## src/rtl/pic10_fetch_seq.sv

```systemverilog
// pic10_fetch_seq: PIC10 fetch/sequencer with PC, instruction register, 2-level stack and flush bubbles
module pic10_fetch_seq #(
  parameter int PC_W = 8,
  parameter logic [PC_W-1:0] RESET_VEC = {PC_W{1'b1}}
) (
  input  logic            clk,
  input  logic            rst,
  input  logic            en,
  output logic [PC_W-1:0] pm_addr,
  input  logic [11:0]     pm_rdata,
  input  logic            skip_req,
  input  logic            pcl_wr,
  input  logic [7:0]      pcl_data,
  output logic [11:0]     opcode,
  output logic [PC_W-1:0] opcode_pc,
  output logic            exec_valid,
  output logic            retlw_wr,
  output logic [7:0]      retlw_k,
  output logic            stk_ovf,
  output logic            stk_unf
);
  logic [PC_W-1:0] pc, stk0, stk1, pc_inc, pc_nxt;
  logic [1:0] depth;
  logic is_goto, is_call, is_ret, do_pcl, do_skip, xfer;
  always_comb begin
    is_goto = exec_valid && opcode[11:9] == 3'b101;
    is_call = exec_valid && opcode[11:8] == 4'b1001;
    is_ret  = exec_valid && opcode[11:8] == 4'b1000;
    do_pcl  = exec_valid && pcl_wr;
    do_skip = exec_valid && skip_req;
    xfer    = is_goto || is_call || is_ret || do_pcl || do_skip;
    pc_inc  = pc + PC_W'(1);
    pc_nxt  = is_goto ? opcode[PC_W-1:0] :
              is_call ? PC_W'(opcode[7:0]) :
              is_ret  ? stk0 :
              do_pcl  ? PC_W'(pcl_data) : pc_inc;
    pm_addr  = pc;
    retlw_wr = en && is_ret;
    retlw_k  = opcode[7:0];
  end
  always_ff @(posedge clk or posedge rst) begin
    if (rst) begin
      pc         <= RESET_VEC;
      opcode     <= '0;
      opcode_pc  <= '0;
      exec_valid <= 1'b0;
      stk0       <= '0;
      stk1       <= '0;
      depth      <= '0;
      stk_ovf    <= 1'b0;
      stk_unf    <= 1'b0;
    end else if (en) begin
      pc         <= pc_nxt;
      opcode     <= xfer ? 12'h000 : pm_rdata;
      opcode_pc  <= pc;
      exec_valid <= !xfer;
      // pc already points past the CALL, so it is the return address
      if (is_call) begin
        stk1  <= stk0;
        stk0  <= pc;
        depth <= (depth == 2'd2) ? 2'd2 : depth + 2'd1;
        if (depth == 2'd2) stk_ovf <= 1'b1;
      end else if (is_ret) begin
        stk0  <= stk1;
        depth <= (depth == 2'd0) ? 2'd0 : depth - 2'd1;
        if (depth == 2'd0) stk_unf <= 1'b1;
      end
    end
  end
endmodule

```

## config.mk

```make
export PLATFORM = sky130hd
export DESIGN_NAME = pic10_fetch_seq
export DESIGN_NICKNAME = d
export VERILOG_FILES = /design/src/rtl/pic10_fetch_seq.sv
export SDC_FILE = /design/constraint.sdc
export NUM_CORES = 1
export LEC_CHECK = 0
export BUFFER_PORTS_ARGS = -buffer_cell sky130_fd_sc_hd__buf_4
export CORE_ASPECT_RATIO = 0.75
export CORE_UTILIZATION = 45
export CTS_BUF_LIST = sky130_fd_sc_hd__clkbuf_4
export DETAILED_ROUTE_END_ITERATION = 12
export PLACE_DENSITY = 0.7
export SYNTH_ARGS = -nofsm -noshare
export SYNTH_HDL_FRONTEND = slang
export SYNTH_SLANG_ARGS = --single-unit
export TNS_END_PERCENT = 30
```

## constraint.sdc

```tcl
create_clock -name clk -period 1.9 [get_ports clk]
set_input_delay 0.38 -clock clk [delete_from_list [all_inputs] [get_ports clk]]
set_output_delay 0.38 -clock clk [all_outputs]
set_load 0.01 [all_outputs]
```

# Word-level counts from Yosys, hierarchy flattened
# Index checks and enable logic that the tools add are counted.
# Widths: inputs -> output; s select.
[classes]
addsub = 3
n_eq_ne = 4
mux = 11
bitwise = 1
reduce_logical = 17
[ops]
columns = ["op", "count"]
rows = [
  ["$mux 8", 6],
  ["$mux 12", 1],
  ["$add 8x1->8 const B", 1],
  ["$eq 4x4->1 const B", 2],
  ["$mux 2", 4],
  ["$logic_and 1x1->1", 6],
  ["$logic_or 1x1->1", 4],
  ["$reduce_and 2->1", 2],
  ["$reduce_and 4->1", 1],
  ["$eq 3x3->1 const B", 1],
  ["$reduce_and 3->1", 1],
  ["$add 2x1->2 const B", 1],
  ["$eq 2x2->1 const B", 1],
  ["$logic_not 2->1", 1],
  ["$reduce_bool 2->1", 1],
  ["$sub 2x1->2 const B", 1],
  ["$logic_not 1->1", 1],
  ["$not 1->1", 1],
]
[totals]
register_bits = 49
output_inout_bits = 40
wordCells = 45

# Logic depth before layout (Yosys ltp)
# Gate-level depths: netlist (run 1).
[depth]
word_depth = 7
mapped_depth = 6

# Worst setup path before layout (run 1)
# No wires, ideal clock.
[synth_timing]
kind = "reg-to-output"
startpoint = "reg exec_valid"
endpoint = "out retlw_wr"
t_arrival_ns = 1.165
required_ns = 1.520
path_slack_ns = 0.355
path_stages_with_launch = 4
path_cell_list = "dfrtp_1 -> and3b_1 -> nand2_1 -> nor3_1"
[synth_via]
elab_chain_cells = 2
[synth_lines]
columns = ["element", "line", "source"]
rows = [
  ["start, declared", "16", "output logic exec_valid,"],
  ["start signal, assigned", "56", "exec_valid <= !xfer;"],
  ["$logic_and 1x1->1", "28", "is_ret = exec_valid && opcode[11:8] == 4'b1000;"],
  ["$logic_and 1x1->1", "38", "retlw_wr = en && is_ret;"],
  ["end, declared", "17", "output logic retlw_wr,"],
]
# Every way passes these cells.

# Worst setup path after layout (run 1)
[layout_timing]
startpoint = "reg opcode[10]"
endpoint = "out retlw_wr"
[layout_via]
elab_chain_cells = 3
[layout_lines]
columns = ["element", "line", "source"]
rows = [
  ["start, declared", "14", "output logic [11:0] opcode,"],
  ["start signal, assigned", "54", "opcode <= xfer ? 12'h000 : pm_rdata;"],
  ["$eq 4x4->1", "28", ""],
  ["$logic_and 1x1->1", "28", ""],
  ["$logic_and 1x1->1", "38", ""],
]
# Every way passes these cells.

==> metrics.cfg, run 1 <==
[status]
status=finished clean

[layout]
fillers=468
area.growth.synth_to_final_pct=25.87
final_design_area_no_fill_sq_um=3074
layout.cells.most_common=buf_4
layout-drive-gt1-share_pct=44.40
diodes=0
design.final.nets=306
top_library_cells_by_usage_in_the_layout_fill_and_taps_aside=buf_4, dfrtp_1, mux2_2

[die]
ios=65
num_rows=22
design.die.area_sq_um=5729
die-width_microns=87.07
coreArea_sq_um=5065
initial_core_util_pct=48.22
chipHeight_microns=65.80

[worst_setup_path]
critical_path.endpoint_type=output port
r2r-end=stk0[3]
r2r_slack_ns=0.21
worst-path-max-fanout=4
reg_to_reg_critical_path_startpoint=opcode[10]
critical_setup_path_kind=register to output port
cp_data_arrival_time_ns=1.43
critical_path_buf_inv_count=1
worst_path_dominant_cell_family=simple AND/OR/NAND/NOR gates
critPathLaunchType=register
critPathSlowestCell=dfrtp_1
crit_path_cell_trace=and3b_2, nand2_2, nor3_2, buf_4
timing.critical_path.slowest_cell_delay_ns=0.39
worstRegToRegCells=6
required_ns=1.52

[sta]
final_max_slew_viol_count=0
final.min_clock_period_ns=1.811
timing.slew.headroom_pct=68.78
rsz_0062_raised_after_global_routing=false
min_period_over_period_pct=95.31
timing.final.hold_violations=0
timing.final.ws_setup_ns=0.08914
timing_worst_slew_pin_value_ns=0.4677
setup_tns_ns=0
maxClockFrequency_ghz=0.5522
worst_clock_skew_ns=0.01174
setup-violations-final=0

[worst_hold_path]
hold_path_class=input pin to register
min-delay-start=pm_rdata[5]
hold_path_depth=2
min_delay_worst_endpoint=opcode[5]

[power_and_ir_drop]
power.leakage_uw=0.001447
vdd_ir_drop_max_uv=575.2
totalPowerFinal_uw=3704
power-per-cell-area_nw_per_um2=1205

[synth]
synthDistinctLibCells=44
ys_ff_latch=49
dominantRegCellSynth=dfrtp_1
synth_enable_flop_cells=0
postSynthCellCount=213
synth_fp_nets=243
number_of_synthesis_warnings=0
mappedNetlistArea_sq_um=2442
synth-async-reset-ratio_pct=100.0
seq_area_frac_synth_pct=50.61
per_instance_average_area_after_synthesis_sq_um=11.47

[route]
wire_per_inst_microns=16.72
drt-initial-drc-count=124
antenna_violating_nets_remaining=0
totalWireLength_microns=5836
avgViaCountPerCell=5.487
drc=0
num_vias=1915
detail_route.first_pass.iterations=4

[cts]
clk-insertion-delay-late_ns=0.37
longest_clk_path_bufs=2
cts.sinks=49
clk_pin_slew_worst_paths_ns=0.15
cts-root-buf=clkbuf_4
cts_tree=done
cts-buffers-inserted=5
cts-htree-levels=2

[global_route]
grt_overflow=0
grt_usage_pct=22.65
grt_start_max_net_pins=31
number_of_antenna_violations_at_the_first_check_in_global_routing=0
number_of_global_route_vias_before_repair=1858
grt_first_pass_wirelength_microns=9632

[placed_design]
placedInstanceArea_sq_um=2964
worst_setup_slack_post_dpl_ns=0.1878
detailed_place_hpwl_microns=4255
place_congestion=0.8455
place.port_buffers=64

[flow_run]
timing.max_cap.violations=0

## metal layers
layer,part of all wire [%],up-vias,routed length [microns],global-route usage (%)
met5,0,-,0,0
met4,1.1,0,63,6.042
met3,5.1,6,300,4.869
met2,46,72,2659,34.35
met1,48,938,2812,32.79
li1,-,899,-,-
## report_power, final
part	internal, uW	switching, uW	total [uW]	leakage (uW)
clock	141	340	481	0.0000326
combinational	773	632	1410	0.000805
sequential	1440	373	1820	0.000610
## logic make-up after synthesis
logic type      synth area share (%)
fa+ha+maj                      2.561
compound gates                 15.63
flops                          50.61
simple gates                   9.786
xor+xnor                       1.793
mux                            13.58
buf+inv                        6.045
## per-stage QoR
step                      hold WS, ns  instances  utilization [%]
final                          0.2041        349            60.70
after global routing           0.1890        349            60.70
after CTS                      0.1984        349            60.60
after floorplan                0.4679        213                -
after detailed placement       0.4161        336            58.52
after global placement         0.4158        336            58.52
## timing repair
item,4_1_cts,5_1_grt
gates resized for setup,4,1
endpoints found under the setup margin,1,3
setup buffers,4,0
pin swaps,1,1
cloned,0,0
hold buffers,1,0
hold endpoints to repair,12,0
## cells in the mapped netlist, types with 2 or more instances
| library cell | count | share of area [%] |
|---|---|---|
| a211oi_1 | 2 | 0.61 |
| a21o_1 | 3 | 0.92 |
| a21oi_1 | 2 | 0.41 |
| a22o_1 | 12 | 4.3 |
| and3_1 | 3 | 0.77 |
| buf_2 | 3 | 0.61 |
| buf_4 | 8 | 2.5 |
| clkbuf_1 | 7 | 1.1 |
| dfrtp_1 | 41 | 42 |
| dfstp_2 | 8 | 8.6 |
| ha_1 | 5 | 2.6 |
| inv_1 | 7 | 1.1 |
| mux2_2 | 17 | 7.8 |
| mux2i_1 | 14 | 5.7 |
| nand2_1 | 13 | 2.0 |
| nand3_1 | 6 | 1.2 |
| nand4_1 | 3 | 0.77 |
| nor3_1 | 5 | 1.0 |
| o21ai_0 | 13 | 2.7 |
| o21ai_1 | 9 | 1.8 |
| o221a_2 | 4 | 1.8 |
| o2bb2ai_1 | 2 | 0.72 |
| or4_1 | 2 | 0.61 |
| xnor2_1 | 3 | 1.1 |
| xor2_1 | 2 | 0.72 |
## sequential cells by signal, summed over array words and instances (netlist names)
register,cells
depth,2
stk1,8
stk0,8
stk_unf,1
exec_valid,1
pm_addr,8
opcode_pc,8
opcode,12
stk_ovf,1
## how the worst max path moves through the flow
stage	end	cells past startpoint	from	slack, ns
CTS	retlw_wr	4	opcode[10]	0.01
global route	retlw_wr	4	opcode[10]	0.02
finish	retlw_wr	4	opcode[10]	0.09
floorplan	depth[0]	1	rst	0.36
detailed placement	retlw_wr	4	exec_valid	0.19
global placement	retlw_wr	4	exec_valid	0.16
## cell type report
cell class                 instances  area, sq um  area share (%)
sequential                        49         1237           40.25
multi-input combinational        136         1072           34.88
timing repair buffer              77        593.1           19.29
tap                               72        90.09           2.930
clock buffer                       5        37.54           1.221
inverter                           7        26.28          0.8547
clock inverter                     3        17.52          0.5698
No activity file was read; power rests on OpenSTA's default activity.
==> run 2, diff against run 1 <==
CORE_UTILIZATION = 35   (was 45)
PLACE_DENSITY = not set   (was 0.7)
==> run 2 against run 1 <==
- sequential power barely moved
- register-to-register slack got worse by 0.07 ns
- first-iteration DRC count decreased by 8.9%
- sequential cell count unchanged
- global-route usage fell by 5.7 points
- setup slack improved by 0.030 ns
- non-clock buffer count unchanged
- fmax is 1.7% higher
- clock power rose by 54%
==> metrics.cfg, run 2 (synthesis results as in run 1) <==
[placed_design]
placedInstanceArea_sq_um=2990  ; was 2964 sq um
place_congestion=0.7709  ; was 0.8455
detailed_place_hpwl_microns=4179  ; was 4255 microns
place.port_buffers=64  ; unchanged
dpl.cell_count=347  ; was 336

[global_route]
grt_overflow=0  ; unchanged
number_of_antenna_violations_at_the_first_check_in_global_routing=0  ; unchanged
grt_first_pass_wirelength_microns=9349  ; was 9632 microns
number_of_global_route_vias_before_repair=1777  ; was 1,858
grt_usage_pct=16.91  ; was 22.65%
grt_start_max_net_pins=50  ; was 31

[worst_setup_path]
critPathSlowestCell=dfrtp_1  ; unchanged
timing.critical_path.slowest_cell_delay_ns=0.40  ; was 0.39 ns
critical_path_buf_inv_count=1  ; unchanged
worst-path-max-fanout=4  ; unchanged
cp_data_arrival_time_ns=1.40  ; was 1.43 ns
critical_setup_path_kind=register to output port  ; unchanged
crit_path_start=opcode[10]  ; unchanged
r2r_slack_ns=0.14  ; was 0.21 ns
critPathLaunchType=register  ; unchanged
reg_to_reg_critical_path_startpoint=opcode[10]  ; unchanged
worst_path_dominant_cell_family=simple AND/OR/NAND/NOR gates  ; unchanged
required_ns=1.52  ; about the same
worstRegToRegCells=5  ; was 6
critical_path.endpoint_type=output port  ; unchanged
crit_path_cell_trace=and3b_2, nand2_4, nor3_4, buf_4  ; was and3b_2, nand2_2, nor3_2, buf_4
r2r-end=stk0[2]  ; was stk0[3]

[flow_run]
timing.max_cap.violations=0  ; unchanged

[sta]
final.min_clock_period_ns=1.781  ; was 1.811 ns
maxClockFrequency_ghz=0.5614  ; was 0.5522 GHz
setup-violations-final=0  ; unchanged
timing_worst_slew_pin_value_ns=0.6324  ; was 0.4677 ns
min_period_over_period_pct=93.75  ; was 95.31%
rsz_0062_raised_after_global_routing=false  ; unchanged
hold-worst-slack_ns=0.03457  ; was 0.2041 ns
worst_clock_skew_ns=0.01085  ; was 0.01174 ns
final_max_slew_viol_count=0  ; unchanged
timing.final.hold_violations=0  ; unchanged
timing.slew.headroom_pct=57.84  ; was 68.78%
setup_tns_ns=0  ; unchanged

[die]
die-width_microns=98.46  ; was 87.07 microns
initial_core_util_pct=37.54  ; was 48.22%
chipHeight_microns=74.35  ; was 65.80 microns
ios=65  ; unchanged
design.die.area_sq_um=7320  ; was 5729 sq um
num_rows=25  ; was 22
coreArea_sq_um=6506  ; was 5065 sq um

[cts]
clk-insertion-delay-late_ns=0.36  ; was 0.37 ns
cts.sinks=49  ; unchanged
cts-htree-levels=2  ; unchanged
longest_clk_path_bufs=2  ; unchanged
cts-buffers-inserted=5  ; unchanged
cts-root-buf=clkbuf_4  ; unchanged
clk_pin_slew_worst_paths_ns=0.15  ; about the same
cts_tree=done  ; unchanged

[route]
drt-initial-drc-count=113  ; was 124
drc=0  ; unchanged
antenna_violating_nets_remaining=0  ; unchanged
avgViaCountPerCell=5.249  ; was 5.487
wire_per_inst_microns=16.34  ; was 16.72 microns
totalWireLength_microns=5849  ; was 5836 microns
num_vias=1879  ; was 1,915
detail_route.first_pass.iterations=6  ; was 4

[layout]
design.final.nets=306  ; unchanged
layout.cells.most_common=buf_4  ; unchanged
diodes=0  ; unchanged
final_design_area_no_fill_sq_um=3137  ; was 3074 sq um
largest_register=opcode  ; unchanged
largest_register_ff_count=12  ; unchanged
layout-drive-gt1-share_pct=44.77  ; was 44.40%
area.growth.synth_to_final_pct=28.43  ; was 25.87%
number_of_standard_cells_in_the_layout_taps_in_and_fillers_out=358  ; was 349
top_library_cells_by_usage_in_the_layout_fill_and_taps_aside=buf_4, dfrtp_1, mux2_2  ; unchanged

[power_and_ir_drop]
power-per-cell-area_nw_per_um2=1261  ; was 1205 nW/um^2
power.leakage_uw=0.001474  ; was 0.001447 uW
vdd_ir_drop_max_uv=354.8  ; was 575.2 uV

[worst_hold_path]
hold_path_class=input pin to async pin  ; was input pin to register

[status]
status=finished clean  ; unchanged

==> run 2: worst max path at each step <==
stage	depth (start not counted)	to
finish	4	retlw_wr
global route	5	depth[0]
CTS	4	retlw_wr
detailed placement	4	retlw_wr
global placement	4	retlw_wr
floorplan	1	depth[0]
==> run 2: area by class of cell <==
class                   count  area (sq um)
clock inverters             3         65.06
flip-flops and latches     49          1237
well taps                  81         101.3
clock buffers               5         37.54
multi-input cells         136          1079
fillers                   601          3369
inverters                   7         26.28
repair buffers             77         590.6
==> run 2: worst min-delay path: stages <==
cell    delay, ns
buf_4        0.11
inv_2        0.06
buf_12       0.25
==> run 2: power breakdown <==
part	leakage (uW)	switching (uW)	internal, uW
Clock	0.0000552	335	408
Combinational	0.000809	622	776
Sequential	0.000610	370	1440
==> run 2: metrics by stage <==
stage | total power (uW) | worst slack (ns) | util (%)
final | 3955 | 0.1187 | 48.21
after global routing | 4231 | 0.009058 | 48.21
after CTS | 3991 | 0.01614 | 48.21
after detailed placement | 3222 | 0.1979 | 45.96
after global placement | 3202 | 0.2121 | 45.96
after floorplan | 2574 | 0.3555 | -
==> run 2: what timing repair did <==
item	in CTS	in global routing
gates resized for setup	6	0
pin swaps	1	1
hold buffers	0	0
endpoints found under the setup margin	1	1
setup buffers	3	0
==> run 2: layer usage <==
| metal | track usage [%] | part of all wire, % | up-vias |
|---|---|---|---|
| met3 | 4.605 | 6.3 | 7 |
| met1 | 25.56 | 50 | 898 |
| li1 | - | - | 899 |
| met2 | 24.49 | 43 | 75 |
| met4 | 2.819 | 0.58 | 0 |
| met5 | 0 | 0 | - |
